[src/rtl/uart_rx_loader.sv]
// UART receive-and-load engine: deserialises rx, packs bytes little-endian into words, and emits each word with its address.
// Latency: 3 clk pin-to-detect; word_valid is registered and fires the cycle after the final stop sample of the completing byte.
// Backpressure: none; word_valid is a one-cycle strobe that the consumer must take when it fires.
module uart_rx_loader #(
    parameter int BPS_CNT    = 868,
    parameter int DATA_BITS  = 8,
    parameter int PARITY     = 0,
    parameter int STOP_BITS  = 1,
    parameter int WORD_BYTES = 4,
    parameter int MAX_WORDS  = 16384,
    parameter int MAX_IDLE   = 2000,
    parameter int ADDR_W     = $clog2(MAX_WORDS)
) (
    input  logic                    clk,
    input  logic                    reset,
    input  logic                    rx,
    output logic [8*WORD_BYTES-1:0] word_out,
    output logic [ADDR_W-1:0]       addr,
    output logic                    word_valid,
    output logic                    done,
    output logic                    parity_err,
    output logic                    frame_err
);
    localparam int CW  = $clog2(BPS_CNT);
    localparam int IW  = $clog2(MAX_IDLE + 1);
    localparam int WW  = 8 * WORD_BYTES;
    localparam int AW1 = ADDR_W + 1;
    localparam logic [CW-1:0]  HALF_M1  = CW'(BPS_CNT / 2 - 1);
    localparam logic [CW-1:0]  FULL_M1  = CW'(BPS_CNT - 1);
    localparam logic [IW-1:0]  IDLE_MAX = IW'(MAX_IDLE);
    localparam logic [IW-1:0]  IDLE_M1  = IW'(MAX_IDLE - 1);
    localparam logic [AW1-1:0] WORDS_M1 = AW1'(MAX_WORDS - 1);

    typedef enum logic [2:0] {S_IDLE, S_START, S_DATA, S_PARITY, S_STOP, S_BREAK} state_t;

    state_t          state_q, state_d;
    logic            rx_s1_q, rx_s2_q, rx_h_q;
    logic [CW-1:0]   bit_cnt_q;
    logic [2:0]      bit_idx_q;
    logic [7:0]      data_q;
    logic            bad_q;
    logic [1:0]      lane_q;
    logic [WW-1:0]   pend_q;
    logic [AW1-1:0]  words_q;
    logic            armed_q, flush_q;
    logic [CW-1:0]   idle_clk_q;
    logic [IW-1:0]   idle_bits_q;
    logic [WW-1:0]   word_out_q;
    logic [ADDR_W-1:0] addr_q;
    logic            word_valid_q, done_q, parity_err_q, frame_err_q;

    logic            start_cand, tick, par_exp, accept, timeout, last_lane;
    logic [WW-1:0]   new_word;

    // Once done is set (or a flush is completing) rx is ignored entirely.
    assign start_cand = rx_h_q & ~rx_s2_q & ~done_q & ~flush_q;
    assign tick       = (state_q == S_START) ? (bit_cnt_q == HALF_M1) : (bit_cnt_q == FULL_M1);
    assign par_exp    = (PARITY == 2) ? ^data_q : ~^data_q;
    assign accept     = (state_q == S_STOP) & tick & rx_s2_q & (bit_idx_q == 3'(STOP_BITS - 1)) & ~bad_q;
    assign last_lane  = (lane_q == 2'(WORD_BYTES - 1));
    assign new_word   = pend_q | (WW'(data_q) << {lane_q, 3'b000});
    // A start candidate in the saturating cycle wins over the timeout.
    assign timeout    = (state_q == S_IDLE) & armed_q & ~done_q & ~flush_q & ~start_cand
                      & (idle_clk_q == FULL_M1) & (idle_bits_q == IDLE_M1);

    // Two-flop synchroniser plus history flop for edge detection; idle-high reset value.
    always_ff @(posedge clk) begin
        if (reset) begin
            rx_s1_q <= 1'b1;
            rx_s2_q <= 1'b1;
            rx_h_q  <= 1'b1;
        end else begin
            rx_s1_q <= rx;
            rx_s2_q <= rx_s1_q;
            rx_h_q  <= rx_s2_q;
        end
    end

    // FSM state register.
    always_ff @(posedge clk) begin
        if (reset) state_q <= S_IDLE;
        else       state_q <= state_d;
    end

    // FSM next-state logic: sample points come from tick.
    always_comb begin
        state_d = state_q;
        case (state_q)
            S_IDLE:   if (start_cand) state_d = S_START;
            S_START:  if (tick) state_d = rx_s2_q ? S_IDLE : S_DATA;
            S_DATA:   if (tick && bit_idx_q == 3'(DATA_BITS - 1))
                          state_d = (PARITY != 0) ? S_PARITY : S_STOP;
            S_PARITY: if (tick) state_d = S_STOP;
            S_STOP:   if (tick) begin
                          if (!rx_s2_q) state_d = S_BREAK;
                          else if (bit_idx_q == 3'(STOP_BITS - 1)) state_d = S_IDLE;
                      end
            S_BREAK:  if (rx_s2_q) state_d = S_IDLE;
            default:  state_d = S_IDLE;
        endcase
    end

    // Clock-within-bit and bit-index counters, restarted on every state change.
    always_ff @(posedge clk) begin
        if (reset || state_d != state_q) begin
            bit_cnt_q <= '0;
            bit_idx_q <= '0;
        end else begin
            if (tick) bit_cnt_q <= '0;
            else if (state_q != S_IDLE && state_q != S_BREAK) bit_cnt_q <= bit_cnt_q + 1'b1;
            if (tick && (state_q == S_DATA || state_q == S_STOP)) bit_idx_q <= bit_idx_q + 1'b1;
        end
    end

    // Character shift-in, parity/frame checking and sticky error flags.
    always_ff @(posedge clk) begin
        if (reset) begin
            data_q       <= '0;
            bad_q        <= 1'b0;
            parity_err_q <= 1'b0;
            frame_err_q  <= 1'b0;
        end else begin
            if (state_q == S_IDLE && state_d == S_START) begin
                data_q <= '0;
                bad_q  <= 1'b0;
            end
            if (state_q == S_DATA && tick) data_q[bit_idx_q] <= rx_s2_q;
            if (state_q == S_PARITY && tick && rx_s2_q != par_exp) begin
                bad_q        <= 1'b1;
                parity_err_q <= 1'b1;
            end
            if (state_q == S_STOP && tick && !rx_s2_q) frame_err_q <= 1'b1;
        end
    end

    // Lane packing, word emission, partial-word flush and done generation.
    always_ff @(posedge clk) begin
        if (reset) begin
            lane_q       <= '0;
            pend_q       <= '0;
            words_q      <= '0;
            armed_q      <= 1'b0;
            flush_q      <= 1'b0;
            word_out_q   <= '0;
            addr_q       <= '0;
            word_valid_q <= 1'b0;
            done_q       <= 1'b0;
        end else begin
            word_valid_q <= 1'b0;
            flush_q      <= 1'b0;
            if (flush_q) done_q <= 1'b1;
            if (accept) begin
                armed_q <= 1'b1;
                if (last_lane) begin
                    word_out_q   <= new_word;
                    addr_q       <= words_q[ADDR_W-1:0];
                    word_valid_q <= 1'b1;
                    words_q      <= words_q + 1'b1;
                    pend_q       <= '0;
                    lane_q       <= '0;
                    if (words_q == WORDS_M1) done_q <= 1'b1;
                end else begin
                    pend_q <= new_word;
                    lane_q <= lane_q + 1'b1;
                end
            end else if (timeout) begin
                if (lane_q != 2'd0) begin
                    word_out_q   <= pend_q;
                    addr_q       <= words_q[ADDR_W-1:0];
                    word_valid_q <= 1'b1;
                    words_q      <= words_q + 1'b1;
                    pend_q       <= '0;
                    lane_q       <= '0;
                    flush_q      <= 1'b1;
                end else begin
                    done_q <= 1'b1;
                end
            end
        end
    end

    // Idle timer in bit-times; armed by the first accepted byte, saturating.
    always_ff @(posedge clk) begin
        if (reset || start_cand) begin
            idle_clk_q  <= '0;
            idle_bits_q <= '0;
        end else if (state_q == S_IDLE && armed_q && idle_bits_q != IDLE_MAX) begin
            if (idle_clk_q == FULL_M1) begin
                idle_clk_q  <= '0;
                idle_bits_q <= idle_bits_q + 1'b1;
            end else begin
                idle_clk_q <= idle_clk_q + 1'b1;
            end
        end
    end

    assign word_out   = word_out_q;
    assign addr       = addr_q;
    assign word_valid = word_valid_q;
    assign done       = done_q;
    assign parity_err = parity_err_q;
    assign frame_err  = frame_err_q;
endmodule

[config.mk]
export PLATFORM = sky130hd
export DESIGN_NAME = uart_rx_loader
export DESIGN_NICKNAME = d
export VERILOG_FILES = /design/src/rtl/uart_rx_loader.sv
export SDC_FILE = /design/constraint.sdc
export NUM_CORES = 1
export LEC_CHECK = 0
export CAP_MARGIN = 5
export CORE_UTILIZATION = 60
export CTS_BUF_LIST = sky130_fd_sc_hd__clkbuf_2
export DETAILED_ROUTE_END_ITERATION = 7
export PLACE_DENSITY = 0.81
export SLEW_MARGIN = 10
export SYNTH_ARGS = -nofsm -noshare
export SYNTH_HDL_FRONTEND = slang
export SYNTH_SLANG_ARGS = --single-unit
[constraint.sdc]
create_clock -name clk -period 2.95 [get_ports clk]
set_clock_uncertainty 0.1 [all_clocks]
set_input_delay 0.59 -clock clk [delete_from_list [all_inputs] [get_ports clk]]
set_output_delay 0.59 -clock clk [all_outputs]
set_load 0.02 [all_outputs]
# Word level (Yosys, flattened, before mapping)

Cells that the tools add are included.

Flip-flop bits (word level): 150
Latch bits: 0
Bits in writable memories: 0
Memory bits (read-only): 0
Input bits: 3
Output and inout port bits: 50
Logic and storage cells: 146
Memories: 0

$add $sub $neg: 6
Multipliers: 0
Divide/modulo/power cells: 0
Magnitude comparators: 2
Equality and inequality tests: 18
Shift-type cells: 1
Mux-type cells: 50
Bitwise gates (word level): 19
Reductions and logical operators: 29

Operators by type and width:

| cell                                                  | count |
|---|---|
| two-way mux 32 bit                                    | 8 |
| two-way mux 15 bit                                    | 4 |
| two-way mux 14 bit                                    | 4 |
| OR 32 bit                                             | 1 |
| left shift 8 x 5 -> 32 bit                            | 1 |
| two-way mux 3 bit                                     | 8 |
| two-way mux 8 bit                                     | 3 |
| adder 10 x 1 -> 10 bit, second input constant         | 2 |
| equality test 10 bit, second input constant           | 2 |
| one-hot mux 3 bit (6 select lines)                    | 1 |
| adder 15 x 1 -> 15 bit, second input constant         | 1 |
| equality test 15 x 14 -> 1 bit, second input constant | 1 |
| two-way mux 1 bit                                     | 14 |
| bitwise AND 1 bit                                     | 13 |
| logical AND 1 bit                                     | 12 |
| adder 11 x 1 -> 11 bit, second input constant         | 1 |
| equality test 11 bit, second input constant           | 1 |
| inequality test 11 bit, second input constant         | 1 |
| equality test 10 x 9 -> 1 bit, second input constant  | 1 |
| two-way mux 10 bit                                    | 1 |
| two-way mux 2 bit                                     | 5 |
| equality test 3 bit, second input constant            | 3 |
| bitwise mux 8 bit                                     | 1 |
| nonzero test 2 bit                                    | 4 |
| 21 further kinds                                      | 32 |

# Logic depth before layout (Yosys ltp)

Gate-level depths: netlist of the first run.

Depth after elaboration: 12
Gate-level depth with buffers: 9
Depth with buffers taken out: 7

# Least setup slack after synthesis of the first run

OpenSTA, ideal clock, no wires.

Path type: register -> register
From: reg done_q (netlist: done)
To: reg pend_q[10]
Setup time: 0.114 ns
Arrival: 2.274 ns
Data required time: 2.736 ns
Setup slack: 0.462 ns
Cell stages (with the launch flop): 8
Path buffers: 2
Period minus slack after synthesis: 2.488 ns
Path through: dfxtp_1 -> or2_2 -> or4_1 -> nor4_2 -> or3_1 -> buf_4 -> buf_6 -> nor2_1

Word-level cells in the longest chain between the ends: 9
Elaborated cells on any way between the ends: 11
Those cells by class: bitwise: 9; reduce/logical: 2

Ends and longest elaborated chain:

| element                                  | line   | RTL |
|---|---|---|
| from (decl)                              | 50     | `logic word_valid_q, done_q, parity_err_q, frame_err_q;` |
| from (signal assigned)                   | 147    | `done_q <= 1'b0;` |
| from (signal assigned)                   | 151    | `if (flush_q) done_q <= 1'b1;` |
| from (signal assigned)                   | 161    | `if (words_q == WORDS_M1) done_q <= 1'b1;` |
| NOT 1 bit (*)                            | 56, 63 |  |
| bitwise AND 1 bit (2 in a row)           | 56     | `assign start_cand = rx_h_q & ~rx_s2_q & ~done_q & ~flush_q;` |
| NOT 1 bit                                | 63     | `assign timeout = (state_q == S_IDLE) & armed_q & ~done_q & ~flush_q & ~start_cand` |
| bitwise AND 1 bit (*)                    | 63     |  |
| bitwise AND 1 bit (*) (2 in a row)       | 64     | `& (idle_clk_q == FULL_M1) & (idle_bits_q == IDLE_M1);` |
| nonzero test 2 bit (no source line) (*)  | -      |  |
| AND reduction 2 bit (no source line) (*) | -      |  |
| to (signal assigned)                     | 163    | `pend_q <= new_word;` |
| to (decl)                                | 43     | `logic [WW-1:0] pend_q;` |

Every way passes the cells marked *; elsewhere a longest branch is shown, timed or not.
A chain may end at the register's enable or synchronous reset.

# Worst setup path in the final report of the first run

From: reg state_q[0]
To: reg word_out_q[26] (netlist: word_out[26])

Word-level cells in the longest chain between the ends: 9
Elaborated cells on any way between the ends: 19
Those cells by class: eq/ne: 3; mux: 2; bitwise: 10; reduce/logical: 4

Ends and longest elaborated chain:

| element                              | line | RTL |
|---|---|---|
| from (decl)                          | 36   | `state_t state_q, state_d;` |
| from (signal assigned)               | 82   | `else state_q <= state_d;` |
| zero test 3 bit                      | 63   |  |
| bitwise AND 1 bit (4 in a row)       | 63   |  |
| bitwise AND 1 bit (2 in a row)       | 64   |  |
| nonzero test 2 bit (no source line)  | -    |  |
| AND reduction 3 bit (no source line) | -    |  |
| to (signal assigned)                 | 155  | `word_out_q <= new_word;` |
| to (signal assigned)                 | 168  | `word_out_q <= pend_q;` |
| to (decl)                            | 48   | `logic [WW-1:0] word_out_q;` |

Several ways; a longest one is shown, not always the timed one.

==> results of run 1 <==
[cell families after synthesis]
kind of cell | count (synthesis)
flip-flops | 150
multiplexers | 21
buffers and inverters | 86
AND/OR/NAND/NOR | 338
AO/OA/AOI/OAI | 188
adder cells (fa/ha/maj) | 10
XOR/XNOR | 33
[sequential cells by signal (all words and copies together) (netlist names), 2 cells and up]
register	flops
bit_idx_q	3
lane_q	2
word_out	32
state_q	3
pend_q	32
idle_bits_q	11
addr	14
data_q	8
bit_cnt_q	10
idle_clk_q	10
words_q	15
[final cells by class]
type	count	area [sq um]
Antenna cell	1	2.50
Clock buffer	18	90.1
Clock inverter	14	198
Fill cell	910	3460
Inverter	19	71.3
Multi-Input combinational cell	590	3770
Sequential cell	150	3000
Tap cell	143	179
Timing Repair Buffer	81	746
[power by group through the flow]
| stage | sequential (uW) | clock (uW) | combinational (uW) |
|---|---|---|---|
| floorplan | 2080 | 0 | 73.3 |
| finish | 2050 | 1350 | 87.7 |
| detailed placement | 2080 | 0 | 85.9 |
| global route | 2050 | 1450 | 96.8 |
| global placement | 2080 | 0 | 82.7 |
| CTS | 2050 | 1370 | 86.0 |
[placed cells by master (no fill, tap or decap), drive strengths merged, types with 26 or more instances in the layout]
cell type / count
nand2: 38
clkdlybuf4s50: 51
a21oi: 64
buf: 30
nand4: 28
nand3: 41
dfxtp: 150
o21ai: 27
nor2: 90
a41oi: 32
a211oi: 34
nor2b: 26
nor3: 45
[critical path: stages, from the launching register on]
cell      delay, ns
dfxtp_1        0.65
or3b_4         0.47
nor3_2         0.38
o2111a_1       0.30
buf_4          0.31
a41oi_1        0.20
a211oi_1       0.28
[path summary, 6_finish.rpt]
kind                    from            to  slack [ns]  cells after the start
setup / recovery  state_q[0]  word_out[26]        0.19                      6
setup reg to reg  state_q[0]  word_out[26]        0.19                      6
hold reg to reg      rx_s1_q       rx_s2_q        0.35                      1
hold / removal         reset       addr[2]        0.18                      2
[stage by stage]
stage | utilization (%) | cells | area, sq um | total power (uW) | hold WS [ns]
4_1_cts | 69.9 | 1015 | 8050 | 3500 | 0.120
3_5_place_dp | 67.4 | 983 | 7760 | 2170 | 0.307
6_report | 70.0 | 1016 | 8060 | 3490 | 0.177
2_1_floorplan | - | 826 | 7150 | 2150 | 0.289
5_1_grt | 70.0 | 1016 | 8060 | 3600 | 0.146
3_3_place_gp | 67.4 | 983 | 7760 | 2170 | 0.301
[layer usage]
metal / routed length (um) / up-vias / GRT usage [%]
li1: - / 3091 / -
met1: 7790 / 3105 / 36.5
met2: 8480 / 220 / 48.0
met3: 1020 / 32 / 7.11
met4: 286 / 0 / 9.82
met5: 0 / - / 0
==> results.cfg, run 1 <==
[outcome]
status = finished with violations
failed_checks = design-rule violations

[sta]
maxSlewViolCount = 0
hold_violations = 0
max_clock_freq_ghz = 0.363
finalCriticalPeriod_ns = 2.76
setup-violations-final = 0
fin_crit_sh_pct = 93.5
setup_tns_ns = 0
setup_slack_ns = 0.192
slew_headroom_pct = 53.5
max_slew.worst_pin.slew_ns = 0.698
rsz0062_at_grt = no

[pwr]
p_clk_share_pct = 38.8
internal-power_uw = 2630
ir_drop_v = 0.000341
p_per_area_nw_per_um2 = 433
switching_share_pct = 24.6
leakage_uw = 0.00275
seqPwrFrac_pct = 58.6
p_comb_share_pct = 2.5
power_switching_uw = 860

[synthesis]
synth_top_family_by_area = simple AND/OR/NAND/NOR gates
yosys.area_share.simple_pct = 25.0
netlist_area_sq_um = 7150
synth_top_cell_area_share_pct = 42.0
synth-compound-area-share_pct = 18.3
ys_ff_latch = 150
synthAdderAreaFrac_pct = 1.75
syn_nets = 839
synthTopCellsByArea = dfxtp_1 42%, nor2_1 4.7%, a21oi_1 4.5%
ys_types = 60
synth_most_common_cell = dfxtp_1
synthFlopType = dfxtp_1
synth_warnings = 0
seq_area_frac_synth_pct = 42.0
synth_top_area_cell = dfxtp_1
avgSynthCellArea_sq_um = 8.66
async_flop_share_pct = 0
synth-edff-count = 0
synthXorXnorAreaFrac_pct = 4.23
synthMuxAreaShare_pct = 3.15
netlist_instances = 826
synth_common_cells = 150 x dfxtp_1, 90 x nor2_1, 64 x a21oi_1

[routing]
detail-route-antenna-nets = 0
routedWlPerCell_um = 17.3
first_pass_iters = 7
via_per_inst = 6.35
drc = 5
drt_iter0_markers = 659
vias = 6448
drt-total-wl_mm = 17.6

[finish]
nets = 872
syn2layout_area_growth_pct = 12.7
drive_above_1_share_pct = 10.8

[clocking]
cts_hold_buffers = 0
htree_levels = 4
postCtsSetupBuffers = 0
cts_resized = 0
cts_root_buffer = clkbuf_2
clockBufferDepth = 2
cts_sinks = 150
cts_made_buffers = 17
cts_tree = yes
clk_pin_slew_worst_paths_ns = 0.21
worstSkewPairLatency_ns = 0.78

[global_route]
grt_first_pass_wirelength_mm = 29.1
grt_max_degree = 45
grt_pass1_vias = 5975
grt_antenna_before_repair = 1
grt_use_total_pct = 28.9
grt_overflow_total = 0

[hold_path]
hold_class = input pin to register

[job]
drv_cap = 0

[floorplan]
initial_core_util_pct = 62.1
die_y_um = 111
die_area_sq_um = 12400
die_x_um = 111
core_region_area_sq_um = 11500
io-pin-count = 53
num_rows = 39

[setup_path]
critPathLaunchType = register
arrival_ns = 3.34
worst_ep_required_time_ns = 3.53
path_class = register to register
crit_path_end_kind = register
critPathMaxFanout = 28

[placed_design]
gp_congestion = 0.954
dpl_worst_slack_ns = 0.259
hpwl_mm = 12.2
port_buffers = 52
Note: power is estimated with default switching activity, not from simulation.
==> inputs of run 2 (changes only) <==
CORE_UTILIZATION = 59   (was 60)
CTS_BUF_LIST = default   (was sky130_fd_sc_hd__clkbuf_2)
PLACE_DENSITY = 0.8   (was 0.81)
==> results.cfg, run 2 (synthesis results as in run 1) <==
[routing]
via_per_inst = 6.46
first_pass_iters = 8
routedWlPerCell_um = 17.7
drt-total-wl_mm = 18.0
vias = 6545
drt_iter0_markers = 809
detail-route-antenna-nets = 0
drc = 2

[clocking]
cts_hold_buffers = 0
cts_sinks = 150
cts_made_buffers = 17
cts_resized = 0
cts_root_buffer = clkbuf_16
htree_levels = 4
cts_tree = yes
postCtsSetupBuffers = 0
worstSkewPairLatency_ns = 0.43
clockBufferDepth = 2
clk_pin_slew_worst_paths_ns = 0.06

[setup_path]
arrival_ns = 2.96
slowest_delay_ns = 0.58
critPathLaunchType = register
path_class = register to register
slowest_stage = dfxtp_1
crit_chain = or3b_4 -> or3_4 -> a2111oi_4 -> buf_4 -> nor3_1 -> a211oi_1
crit_path_end_kind = register
critPathMaxFanout = 26
worst_ep_required_time_ns = 3.18

[floorplan]
initial_core_util_pct = 61.6
num_rows = 39
die_y_um = 112
io-pin-count = 53
die_area_sq_um = 12600
die_x_um = 112
core_region_area_sq_um = 11600

[global_route]
grt_overflow_total = 0
grt_antenna_before_repair = 0
grt_pass1_vias = 6191
grt_max_degree = 46
grt_first_pass_wirelength_mm = 30.3
grt_use_total_pct = 29.8

[sta]
finalCriticalPeriod_ns = 2.73
maxSlewViolCount = 0
setup_tns_ns = 0
setup-violations-final = 0
hold_violations = 0
fin_crit_sh_pct = 92.4
rsz0062_at_grt = no
slew_headroom_pct = 52.6
max_clock_freq_ghz = 0.367
max_slew.worst_pin.slew_ns = 0.711

[placed_design]
gp_congestion = 0.890
dp_cells = 981
hpwl_mm = 11.9
port_buffers = 52

[job]
drv_cap = 0

[finish]
diodes = 0
stdcell_count = 1013
nets = 870
drive_above_1_share_pct = 10.0
nFillCells = 895
syn2layout_area_growth_pct = 16.6
mostFrequentLayoutCells = 150 x dfxtp_1, 90 x nor2_1, 64 x a21oi_1
final_common_cell = dfxtp_1

[pwr]
ir_drop_v = 0.000412
leakage_uw = 0.00286
p_per_area_nw_per_um2 = 509

[outcome]
failed_checks = design-rule violations
status = finished with violations

[hold_path]
hold_class = register to register
[run 2: cell type report]
cell class | count | area [sq um] | share of cell area, %
multi-input combinational | 590 | 3760 | 45.1
inverter | 19 | 71.3 | 0.855
tap | 143 | 179 | 2.15
clock inverter | 8 | 97.6 | 1.17
sequential | 150 | 3000 | 36.0
timing repair buffer | 79 | 743 | 8.91
clock buffer | 24 | 482 | 5.78
[run 2: final timing paths]
kind | from | to | slack [ns] | cells after the start
setup reg to reg | state_q[0] | word_out[31] | 0.22 | 6
hold reg to reg | rx_s1_q | rx_s2_q | 0.35 | 1
hold / removal | rx_s1_q | rx_s2_q | 0.35 | 1
setup / recovery | state_q[0] | word_out[31] | 0.22 | 6
[run 2: stage by stage]
step | utilization, % | area, sq um | hold WS, ns | power (uW) | setup slack (ns)
2_1_floorplan | - | 7150 | 0.289 | 2150 | 0.462
3_3_place_gp | 66.8 | 7760 | 0.329 | 2170 | 0.402
3_5_place_dp | 66.8 | 7760 | 0.340 | 2170 | 0.312
4_1_cts | 71.8 | 8340 | 0.353 | 4260 | 0.279
5_1_grt | 71.8 | 8340 | 0.360 | 4360 | 0.0915
6_report | 71.8 | 8340 | 0.350 | 4250 | 0.223
[run 2: report_power, final]
group | internal [uW] | switching (uW) | leakage, uW
Combinational | 24.8 | 63.6 | 0.00137
Sequential | 2030 | 7.88 | 0.00121
Clock | 1310 | 811 | 0.000276
Total | 3360 | 883 | 0.00286
[run 2: critical path, delay by kind of cell (launching register included)]
kind                   cells  cell delay (ns)
and+or+nand+nor            3             1.00
DFF                        1             0.58
AOI/OAI and AO/OA          2             0.59
buffers and inverters      1             0.35
[run 2: metal layers]
metal  global-route usage [%]  wire [um]  up-vias
met1                     40.5       8080     3152
met5                        0          0        -
met3                     5.83       1230       31
met4                     11.1        289        0
met2                     47.2       8370      271
li1                         -          -     3091
==> inputs of run 3 (changes only) <==
MAX_ROUTING_LAYER = met4   (was default)
==> results.cfg, run 3 (synthesis results as in run 1) <==
[outcome]
status = finished with violations
failed_checks = design-rule violations

[global_route]
grt_antenna_before_repair = 0
grt_overflow_total = 0
busiest_layer = met2
globalRouteMet2Util_pct = 45.0
grtUsageMet3_pct = 7.88
grt_first_pass_wirelength_mm = 29.6
grt_use_total_pct = 30.1
grt_max_degree = 46
grtUsageMet1_pct = 39.8
grt_pass1_vias = 6036

[pwr]
power_uw = 4370
p_per_area_nw_per_um2 = 523
ir_drop_v = 0.000373
leakage_uw = 0.00288

[placed_design]
placed_cell_area_sq_um = 7740
port_buffers = 52
gp_congestion = 0.905
hpwl_mm = 11.8

[sta]
hold_violations = 0
fin_crit_sh_pct = 90.5
finalCriticalPeriod_ns = 2.67
max_slew.worst_pin.slew_ns = 0.793
max_clock_freq_ghz = 0.375
setup_tns_ns = 0
maxSlewViolCount = 0
rsz0062_at_grt = no
slew_headroom_pct = 47.2
setup-violations-final = 0

[finish]
drive_above_1_share_pct = 10.2
nets = 869
syn2layout_area_growth_pct = 16.9
final_util_pct = 72.0
diodes = 0
final_common_cell = dfxtp_1
mostFrequentLayoutCells = 150 x dfxtp_1, 90 x nor2_1, 64 x a21oi_1
final_area_sq_um = 8360

[setup_path]
critPathLaunchType = register
r2r_slack_ns = 0.28
crit_chain = or3b_4 -> nor3_2 -> o2111a_1 -> buf_4 -> a41oi_1 -> a211oi_1
r2r_start = state_q[0]
slowest_delay_ns = 0.55
cp-startpoint = state_q[0]
worst_ep_required_time_ns = 3.19
arrival_ns = 2.90
path_buf_inv = 1
slowest_stage = dfxtp_1
crit_path_end_kind = register
critPathMaxFanout = 19
path_class = register to register
cp_top_family = simple AND/OR/NAND/NOR gates

[clocking]
clk_pin_slew_worst_paths_ns = 0.06
clockBufferDepth = 2
cts_resized = 0
worstSkewPairLatency_ns = 0.43
cts_made_buffers = 17
htree_levels = 4
cts_sinks = 150
cts_hold_buffers = 0
cts_root_buffer = clkbuf_16
cts_tree = yes
postCtsSetupBuffers = 0

[routing]
drt_iter0_markers = 797
routedWlPerCell_um = 17.4
drt-total-wl_mm = 17.6
drc = 3
via_per_inst = 6.37
detail-route-antenna-nets = 0
first_pass_iters = 8
vias = 6443

[hold_path]
hold_class = register to register
hold_start = bad_q

[floorplan]
num_rows = 39
io-pin-count = 53
core_region_area_sq_um = 11600
die_y_um = 112
die_x_um = 112
initial_core_util_pct = 61.6
die_area_sq_um = 12600

[job]
drv_cap = 0
run 3: power by group:
| part | leakage [uW] | total, uW | switching [uW] | internal [uW] |
|---|---|---|---|---|
| clock | 0.000303 | 2240 | 845 | 1400 |
| combinational | 0.00136 | 89.1 | 64.4 | 24.8 |
| sequential | 0.00121 | 2040 | 7.44 | 2030 |
| total | 0.00288 | 4370 | 917 | 3450 |
run 3: final cells by class:
type | count | area [sq um]
multi-input cells | 590 | 3770
fillers | 893 | 3250
flip-flops and latches | 150 | 3000
repair buffers | 78 | 723
clock buffers | 21 | 470
well taps | 143 | 179
clock inverters | 11 | 148
inverters | 19 | 71.3
run 3: routing by layer:
metal | wire, um | vias to the layer above
met5 | 0 | -
met1 | 7920 | 3074
met3 | 1330 | 27
met4 | 258 | 0
li1 | - | 3097
met2 | 8110 | 245
run 3: final timing paths:
kind,cells past startpoint,endpoint
min reg2reg,2,bad_q
max,6,word_out[25]
min,2,bad_q
max reg2reg,6,word_out[25]
run 3: metrics by stage:
step                      hold slack (ns)  cells  setup WS [ns]
after floorplan                     0.289    826          0.462
after global placement              0.327    980          0.418
after detailed placement            0.335    980          0.234
after CTS                           0.343   1012          0.212
after global routing                0.370   1012          0.109
final                               0.350   1012          0.281
run 3: worst min-delay path, stage by stage (launching register included):
cell,delay [ns]
dfxtp_1,0.31
nand2_1,0.05
nand2_1,0.04
